### src/rtl/logic16_pkg.sv
// ---------------------------------------------------------------------------
// logic16_pkg
//   Shared definitions for the 16-bit logic-unit arbiter: opcode encodings
//   and the sequencer state type.
// ---------------------------------------------------------------------------
package logic16_pkg;

    localparam logic [1:0] OP_AND = 2'b00;
    localparam logic [1:0] OP_OR  = 2'b01;
    localparam logic [1:0] OP_XOR = 2'b10;
    localparam logic [1:0] OP_NOT = 2'b11;

    typedef enum logic [1:0] {
        S_IDLE = 2'd0,
        S_EXEC = 2'd1,
        S_RESP = 2'd2
    } state_e;

endpackage

### src/rtl/logic16_unit.sv
// ---------------------------------------------------------------------------
// logic16_unit
//   Combinational op-select over the bitwise AND/OR/XOR/NOT gate blocks.
//   Ports:
//     op  in  2      opcode (OP_AND/OP_OR/OP_XOR/OP_NOT)
//     a   in  WIDTH  operand A
//     b   in  WIDTH  operand B (ignored for NOT)
//     y   out WIDTH  result
// ---------------------------------------------------------------------------
module logic16_unit
    import logic16_pkg::*;
#(
    parameter int WIDTH = 16
) (
    input  logic [1:0]       op,
    input  logic [WIDTH-1:0] a,
    input  logic [WIDTH-1:0] b,
    output logic [WIDTH-1:0] y
);

    logic [WIDTH-1:0] and_y;
    logic [WIDTH-1:0] or_y;
    logic [WIDTH-1:0] xor_y;
    logic [WIDTH-1:0] not_y;

    assign and_y = a & b;
    assign or_y  = a | b;
    assign xor_y = a ^ b;
    assign not_y = ~a;

    always_comb begin
        y = and_y;
        case (op)
            OP_AND:  y = and_y;
            OP_OR:   y = or_y;
            OP_XOR:  y = xor_y;
            OP_NOT:  y = not_y;
            default: y = and_y;
        endcase
    end

endmodule

### src/rtl/logic16_arbiter.sv
// ---------------------------------------------------------------------------
// logic16_arbiter
//   Round-robin arbiter + sequencer sharing one 16-bit logic unit among
//   N_REQ requesters. One operation at a time: IDLE (grant) -> EXEC
//   (compute, register result) -> RESP (hold until consumed).
//   Ports:
//     clk        in   1            clock, rising edge
//     reset      in   1            async active-high reset
//     req_valid  in   N_REQ        per-requester request valid
//     req_ready  out  N_REQ        one-hot accept (IDLE only)
//     req_op     in   2*N_REQ      opcode, requester i at [2i+1:2i]
//     req_a      in   WIDTH*N_REQ  operand A, requester i at [16i+15:16i]
//     req_b      in   WIDTH*N_REQ  operand B, same packing
//     rsp_valid  out  1            result valid
//     rsp_ready  in   1            consumer accepts result
//     rsp_data   out  WIDTH        result
//     rsp_id     out  ID_W         owning requester index
//     busy       out  1            state != IDLE
// ---------------------------------------------------------------------------
module logic16_arbiter
    import logic16_pkg::*;
#(
    parameter int N_REQ = 4,
    parameter int WIDTH = 16,
    parameter int ID_W  = $clog2(N_REQ)
) (
    input  logic                   clk,
    input  logic                   reset,
    input  logic [N_REQ-1:0]       req_valid,
    output logic [N_REQ-1:0]       req_ready,
    input  logic [2*N_REQ-1:0]     req_op,
    input  logic [WIDTH*N_REQ-1:0] req_a,
    input  logic [WIDTH*N_REQ-1:0] req_b,
    output logic                   rsp_valid,
    input  logic                   rsp_ready,
    output logic [WIDTH-1:0]       rsp_data,
    output logic [ID_W-1:0]        rsp_id,
    output logic                   busy
);

    // One extra bit so rr_ptr + k never overflows before the wrap correction.
    localparam int CW = ID_W + 1;

    state_e                        state_q;
    logic [ID_W-1:0]               rr_ptr_q;
    logic [ID_W-1:0]               rr_ptr_d;
    logic [1:0]                    op_q;
    logic [WIDTH-1:0]              a_q;
    logic [WIDTH-1:0]              b_q;
    logic [ID_W-1:0]               gid_q;
    logic                          rsp_valid_q;
    logic [WIDTH-1:0]              rsp_data_q;
    logic [ID_W-1:0]               rsp_id_q;

    logic [N_REQ-1:0][1:0]         op_arr;
    logic [N_REQ-1:0][WIDTH-1:0]   a_arr;
    logic [N_REQ-1:0][WIDTH-1:0]   b_arr;

    logic [N_REQ-1:0]              gnt;
    logic [ID_W-1:0]               gnt_idx;
    logic                          found;
    logic [CW-1:0]                 sum;
    logic [ID_W-1:0]               idx;
    logic [WIDTH-1:0]              unit_y;

    assign op_arr = req_op;
    assign a_arr  = req_a;
    assign b_arr  = req_b;

    // Rotating priority scan: first valid requester at or after rr_ptr.
    always_comb begin
        gnt     = '0;
        gnt_idx = '0;
        found   = 1'b0;
        sum     = '0;
        idx     = '0;
        for (int k = 0; k < N_REQ; k++) begin
            sum = {1'b0, rr_ptr_q} + CW'(k);
            if (sum >= CW'(N_REQ)) begin
                sum = sum - CW'(N_REQ);
            end
            idx = sum[ID_W-1:0];
            if (!found && req_valid[idx]) begin
                found        = 1'b1;
                gnt[idx]     = 1'b1;
                gnt_idx      = idx;
            end
        end
    end

    assign rr_ptr_d = (gnt_idx == ID_W'(N_REQ - 1)) ? '0 : gnt_idx + ID_W'(1);

    // Grant depends only on state and req_valid, never on rsp_ready.
    assign req_ready = (state_q == S_IDLE) ? gnt : '0;

    logic16_unit #(.WIDTH(WIDTH)) u_unit (
        .op (op_q),
        .a  (a_q),
        .b  (b_q),
        .y  (unit_y)
    );

    always_ff @(posedge clk or posedge reset) begin
        if (reset) begin
            state_q     <= S_IDLE;
            rr_ptr_q    <= '0;
            op_q        <= '0;
            a_q         <= '0;
            b_q         <= '0;
            gid_q       <= '0;
            rsp_valid_q <= 1'b0;
            rsp_data_q  <= '0;
            rsp_id_q    <= '0;
        end else begin
            case (state_q)
                S_IDLE: begin
                    // In IDLE req_ready equals gnt, so found is the handshake.
                    if (found) begin
                        op_q     <= op_arr[gnt_idx];
                        a_q      <= a_arr[gnt_idx];
                        b_q      <= b_arr[gnt_idx];
                        gid_q    <= gnt_idx;
                        rr_ptr_q <= rr_ptr_d;
                        state_q  <= S_EXEC;
                    end
                end
                S_EXEC: begin
                    rsp_data_q  <= unit_y;
                    rsp_id_q    <= gid_q;
                    rsp_valid_q <= 1'b1;
                    state_q     <= S_RESP;
                end
                S_RESP: begin
                    if (rsp_ready) begin
                        rsp_valid_q <= 1'b0;
                        state_q     <= S_IDLE;
                    end
                end
                default: state_q <= S_IDLE;
            endcase
        end
    end

    assign rsp_valid = rsp_valid_q;
    assign rsp_data  = rsp_data_q;
    assign rsp_id    = rsp_id_q;
    assign busy      = (state_q != S_IDLE);

endmodule

### config.mk
export PLATFORM = sky130hd
export DESIGN_NAME = logic16_arbiter
export DESIGN_NICKNAME = d
export VERILOG_FILES = /design/src/rtl/logic16_pkg.sv /design/src/rtl/logic16_unit.sv /design/src/rtl/logic16_arbiter.sv
export SDC_FILE = /design/constraint.sdc
export NUM_CORES = 1
export LEC_CHECK = 0
export ABC_AREA = 1
export CAP_MARGIN = 20
export CORE_MARGIN = 4
export CORE_UTILIZATION = 45
export DETAILED_ROUTE_END_ITERATION = 16
export GPL_TIMING_DRIVEN = 0
export PLACE_DENSITY = 0.79
export SYNTH_ARGS = -nofsm -noshare
export SYNTH_HDL_FRONTEND = slang
export SYNTH_SLANG_ARGS = --single-unit
### constraint.sdc
create_clock -name clk -period 3 [get_ports clk]
set_input_delay 0.3 -clock clk [delete_from_list [all_inputs] [get_ports clk]]
set_output_delay 0.3 -clock clk [all_outputs]
set_load 0.05 [all_outputs]
# [After elaboration in Yosys (flattened, before gate mapping)]
# Cells that the tools add are included.
[op_classes] addsub=8 magnitude_cmp=13 eq_ne=8 muxes=46 n_bitwise=7 n_reduce_logical=17
[op_table] operator="binary-select mux 16 bit (select 2 bit)" count=2
[op_table] operator="one-hot mux 16 bit (4 select lines)" count=1
[op_table] operator="two-way mux 16 bit" count=2
[op_table] operator="two-way mux 2 bit" count=12
[op_table] operator="two-way mux 4 bit" count=5
[op_table] operator="AND 16 bit" count=1
[op_table] operator="inverter 16 bit" count=1
[op_table] operator="bitwise OR 16 bit" count=1
[op_table] operator="bitwise XOR 16 bit" count=1
[op_table] operator="less-than comparator 2 x 3 -> 1 bit, second input constant" count=5
[op_table] operator="two-way mux 1 bit" count=13
[op_table] operator="bitwise OR 4 bit" count=3
[op_table] operator="greater-or-equal comparator 3 bit, second input constant" count=3
[op_table] operator="binary-select mux 1 bit (select 2 bit)" count=4
[op_table] operator="demux 1 bit (select 2 bit)" count=4
[op_table] operator="equality test 2 bit, second input constant" count=4
[op_table] operator="greater-or-equal comparator 2 x 1 -> 1 bit, second input constant" count=4
[op_table] operator="subtractor 2 x 1 -> 2 bit, second input constant" count=4
[op_table] operator="logical AND 1 bit" count=7
[op_table] operator="adder 2 x 2 -> 3 bit, second input constant" count=2
[op_table] operator="one-hot mux 2 bit (3 select lines)" count=1
[op_table] operator="AND reduction 2 bit" count=3
[op_table] operator="binary-select mux 2 bit (select 2 bit)" count=1
[op_table] operator="equality test 2 x 1 -> 1 bit, second input constant" count=2
[op_table] operator="8 further kinds" count=13
[totals] regBits=59 wordCells=108

# [Logic depth before layout (Yosys ltp)]
[logic_depth] ltp_word=16 ltp_mapped=16 ltp_nobuf=14

# [By module]
# Synthesis repeated with hierarchy kept, for this count alone.
[hier_totals] cells_unflattened=790 area_unflattened_um2=5225.0
[modules_own_cells] module="logic16_arbiter" instances=1 cells_each=618 area_per_inst_um2=4056.4 seq_area_each_um2=1476.4
[modules_own_cells] module="logic16_unit" instances=1 cells_each=172 area_per_inst_um2=1168.6 seq_area_each_um2=0.0

# [Worst setup path after synthesis]
# Ideal clock, no wire load.
[synth_timing] path_kind="flip-flop to output port" from="reg rr_ptr_q[0]" to="out req_ready[0]" t_arrival_ns=1.929 setup_slack_ns=0.771 stages_incl_launch_ff=13 cell_sequence="dfrtp_1 buf_6 inv_4 ha_1 inv_1 nand3_2 nand2_4 nand2_2 nor2_4 nand3_1 nand3_1 nand2_1 inv_1"
[synth_via] elab_chain_cells=15 elab_cells_between_ends=60
[synth_lines] element="start, declared" line="logic16_arbiter.sv:45" rtl="logic [ID_W-1:0] rr_ptr_q;"
[synth_lines] element="start signal, assigned" line="logic16_arbiter.sv:123" rtl="rr_ptr_q <= rr_ptr_d;"
[synth_lines] element="parallel branches: the longest is 13 deep, another holds adder 2 x 1 -> 3 bit"
[synth_lines] element="two-way mux 4 bit (*)" line="logic16_arbiter.sv:83" rtl="if (!found && req_valid[idx]) begin"
[synth_lines] element="two-way mux 4 bit (*)" line="logic16_arbiter.sv:94" rtl="assign req_ready = (state_q == S_IDLE) ? gnt : '0;"
[synth_lines] element="end, declared" line="logic16_arbiter.sv:30" rtl="output logic [N_REQ-1:0] req_ready,"
# Mark *: on every way between the ends. The select of a mux whose other input is x is not followed.

# [Worst setup path in the final report]
# Same ends and word-level chain as after synthesis.

==> run metrics <==
CP Buf/Inv Count 5; Residual DRC 0; initial antenna violation count 0; switching share of power between 50% and 60%; number of hold buffers added after CTS 0; site row count 38; Ant. Diodes 0; IO Port Bufs 166; Critical Path AT ~2.5 ns; GRT Overall Usage between 20% and 30%; Slew Limit Headroom between 50% and 60%; fin crit share 93.5%; Final setup viols 0; Post-CTS Setup Repair Bufs 0; number of flops mapped to enable cells by yosys 0; sequential element share of the synthesized area approximately 29%; # IOs approximately 170; Post-synth top cells nand2_1 (222), inv_1 (167), nand3_1 (133); Final ANT Viol Nets 0; WP data required between 2 and 3 ns; die width 114 um; Clock H-tree levels 3; critical path's top delay family buffers and inverters; status completed; CTS sink count around 60; first-pass GRT wire length around 23,000 um; vias per cell between 4 and 5; Worst setup SP type register; vias ~5,300; dominant cell type by area after synthesis dfrtp_1; drt pass-1 iters 4; largest cells by area after synthesis dfrtp_1 (29%), nand2_1 (16%), nand3_1 (13%); Crit Path Max Fanout 12; Cells after Synth 776; total die area roughly 13,000 um^2; Core Region 11,000 um^2; Setup crit end kind output port; area share of the largest cell type after synthesis slightly below 30%; most frequent cell after synthesis nand2_1; Initial Utilization approximately 46%; Reg power frac between 10% and 20%; Avg Cell Area, Syn ~6.6 um^2; RSZ-0062 raised after global routing no; Synth Warn # 0; worst-path cell chain buf_6, inv_4, ha_1, inv_1, nand3_2, nand2_4, nand2_2, nor2_4, nand3_1, nand3_1, nand2_1, inv_1, clkbuf_2; Slew @ Worst Pin 0.744 ns; Total Power slightly below 9 mW; R2R setup slack around 0.38 ns; cts bufs inserted 9; largest net degree at the start of global routing 36; total global routing overflow 0; Most used DFF post-synth dfrtp_1; CP Class reg -> out; Setup Total Neg Slack 0 ns; count of cell types in the netlist 28; Hold Worst Slack between 0.4 and 0.5 ns; Die H 114 um; final core occ about two thirds; P per Cell Area 1200 nW/um^2; vias in the first global route a little under 5,000; Detail Placement HPWL between 10,000 and 15,000 um; final count of hold timing violations 0; Clock Skew 0.00569 ns; Netlist Area Pre-Place just over 5000 um^2; Multi-input gate area between 2000 and 3000 um^2; register area 1480 um^2; logic gate share of total power 70.9%; Hold WC Path Type in -> async; Max Fclk around 360 MHz; layout cell share with drive strength beyond 1 a little under 8%; fillers around 990; Routability Congestion around 0.9; post_cts resized 10; fraction of registers with async set/reset 100%; CTS max path bufs 2; flop and latch count out of synthesis between 50 and 60; root buf cell clkbuf_16; Clk Latency, worst-skew pair approximately 0.33 ns; fin crit period 2.81 ns; Switch Pwr ~4.7 mW; P_leak 3.86 nW; Max Slew Vio Count 0; CP peak stage delay about 0.46 ns; P_int roughly 4 mW; layout net count 1,137; Initial DRC Count roughly 290; WL per Instance roughly 13 um; Layout area overhead 41.4%; clock transition at the registers of the reported paths approximately 0.05 ns; clock share of power between 10% and 20%; Syn Nets about 960; Peak VDD IR 738 uV; CTS tree yes; Worst path slowest cell dfrtp_1; max cap viols 0; WL final between 10,000 and 15,000 um
==> layout make-up <==
type,count,share of cell area (%)
multi-input combinational,510,38.3
buffer,34,2.85
clock inverter,6,0.591
tap,140,2.43
timing repair buffer,167,23.1
inverter,173,9.08
sequential,59,20.5
clock buffer,10,3.18
==> cell usage in the layout (no fill, tap or decap), drive strengths merged <==
cell type,n
ha,40
o21bai,1
buf,30
clkbuf,19
clkinvlp,2
nor2,12
o21ai,23
or2,21
a22oi,4
o221ai,16
nand3,138
a21oi,19
a21boi,1
dfrtp,59
clkinv,5
inv,172
nand4,2
clkdlybuf4s50,162
nand2,233
==> logic make-up after synthesis <==
| logic type | count (synthesis) | synth area share, % |
|---|---|---|
| compound gates | 64 | 7.83 |
| buf+inv | 207 | 16.9 |
| fa+ha+maj | 40 | 9.82 |
| flops | 59 | 29.0 |
| simple gates | 406 | 36.5 |
==> power by group through the flow <==
stage / Sequential [mW] / Clock, mW / Combinational [mW]
2_1_floorplan: 1.85 / 0 / 4.18
3_3_place_gp: 1.59 / 0 / 6.03
3_5_place_dp: 1.60 / 0 / 6.17
4_1_cts: 1.59 / 0.928 / 6.19
5_1_grt: 1.65 / 0.965 / 6.92
6_report: 1.59 / 0.921 / 6.13
==> metrics by stage <==
stage | instance area (um^2) | instances | setup WS (ns)
after floorplan | 5090 | 776 | 0.771
after global placement | 6930 | 1082 | 0.0690
after detailed placement | 6950 | 1083 | 0.0564
after CTS | 7230 | 1099 | 0.00318
after global routing | 7200 | 1099 | 0.0747
final | 7200 | 1099 | 0.195
==> path summary, 6_finish.rpt <==
kind / start / endpoint / cells past startpoint
worst min register to register: rsp_data[7] / rsp_data[7] / 2
worst max-delay path: rr_ptr_q[0] / req_ready[0] / 13
min in group clk: rsp_data[7] / rsp_data[7] / 2
worst max register to register: rr_ptr_q[0] / b_q[10] / 13
worst min-delay path: reset / rsp_id[0] / 2
max in group asynchronous: reset / b_q[1] / 3
==> registers in the layout (all words and copies together) (netlist names) <==
signal	count
b_q	16
rsp_id	2
rsp_valid	1
rsp_data	16
gid_q	2
op_q	2
rr_ptr_q	2
state_q	2
a_q	16
==> metal layers <==
metal	vias up	GRT usage, %	wire, um
li1	2761	-	-
met1	2331	28.3	6030
met2	148	36.9	7140
met3	22	3.86	874
met4	0	6.57	250
met5	-	0	0
Note: power is estimated with default switching activity, not from simulation.
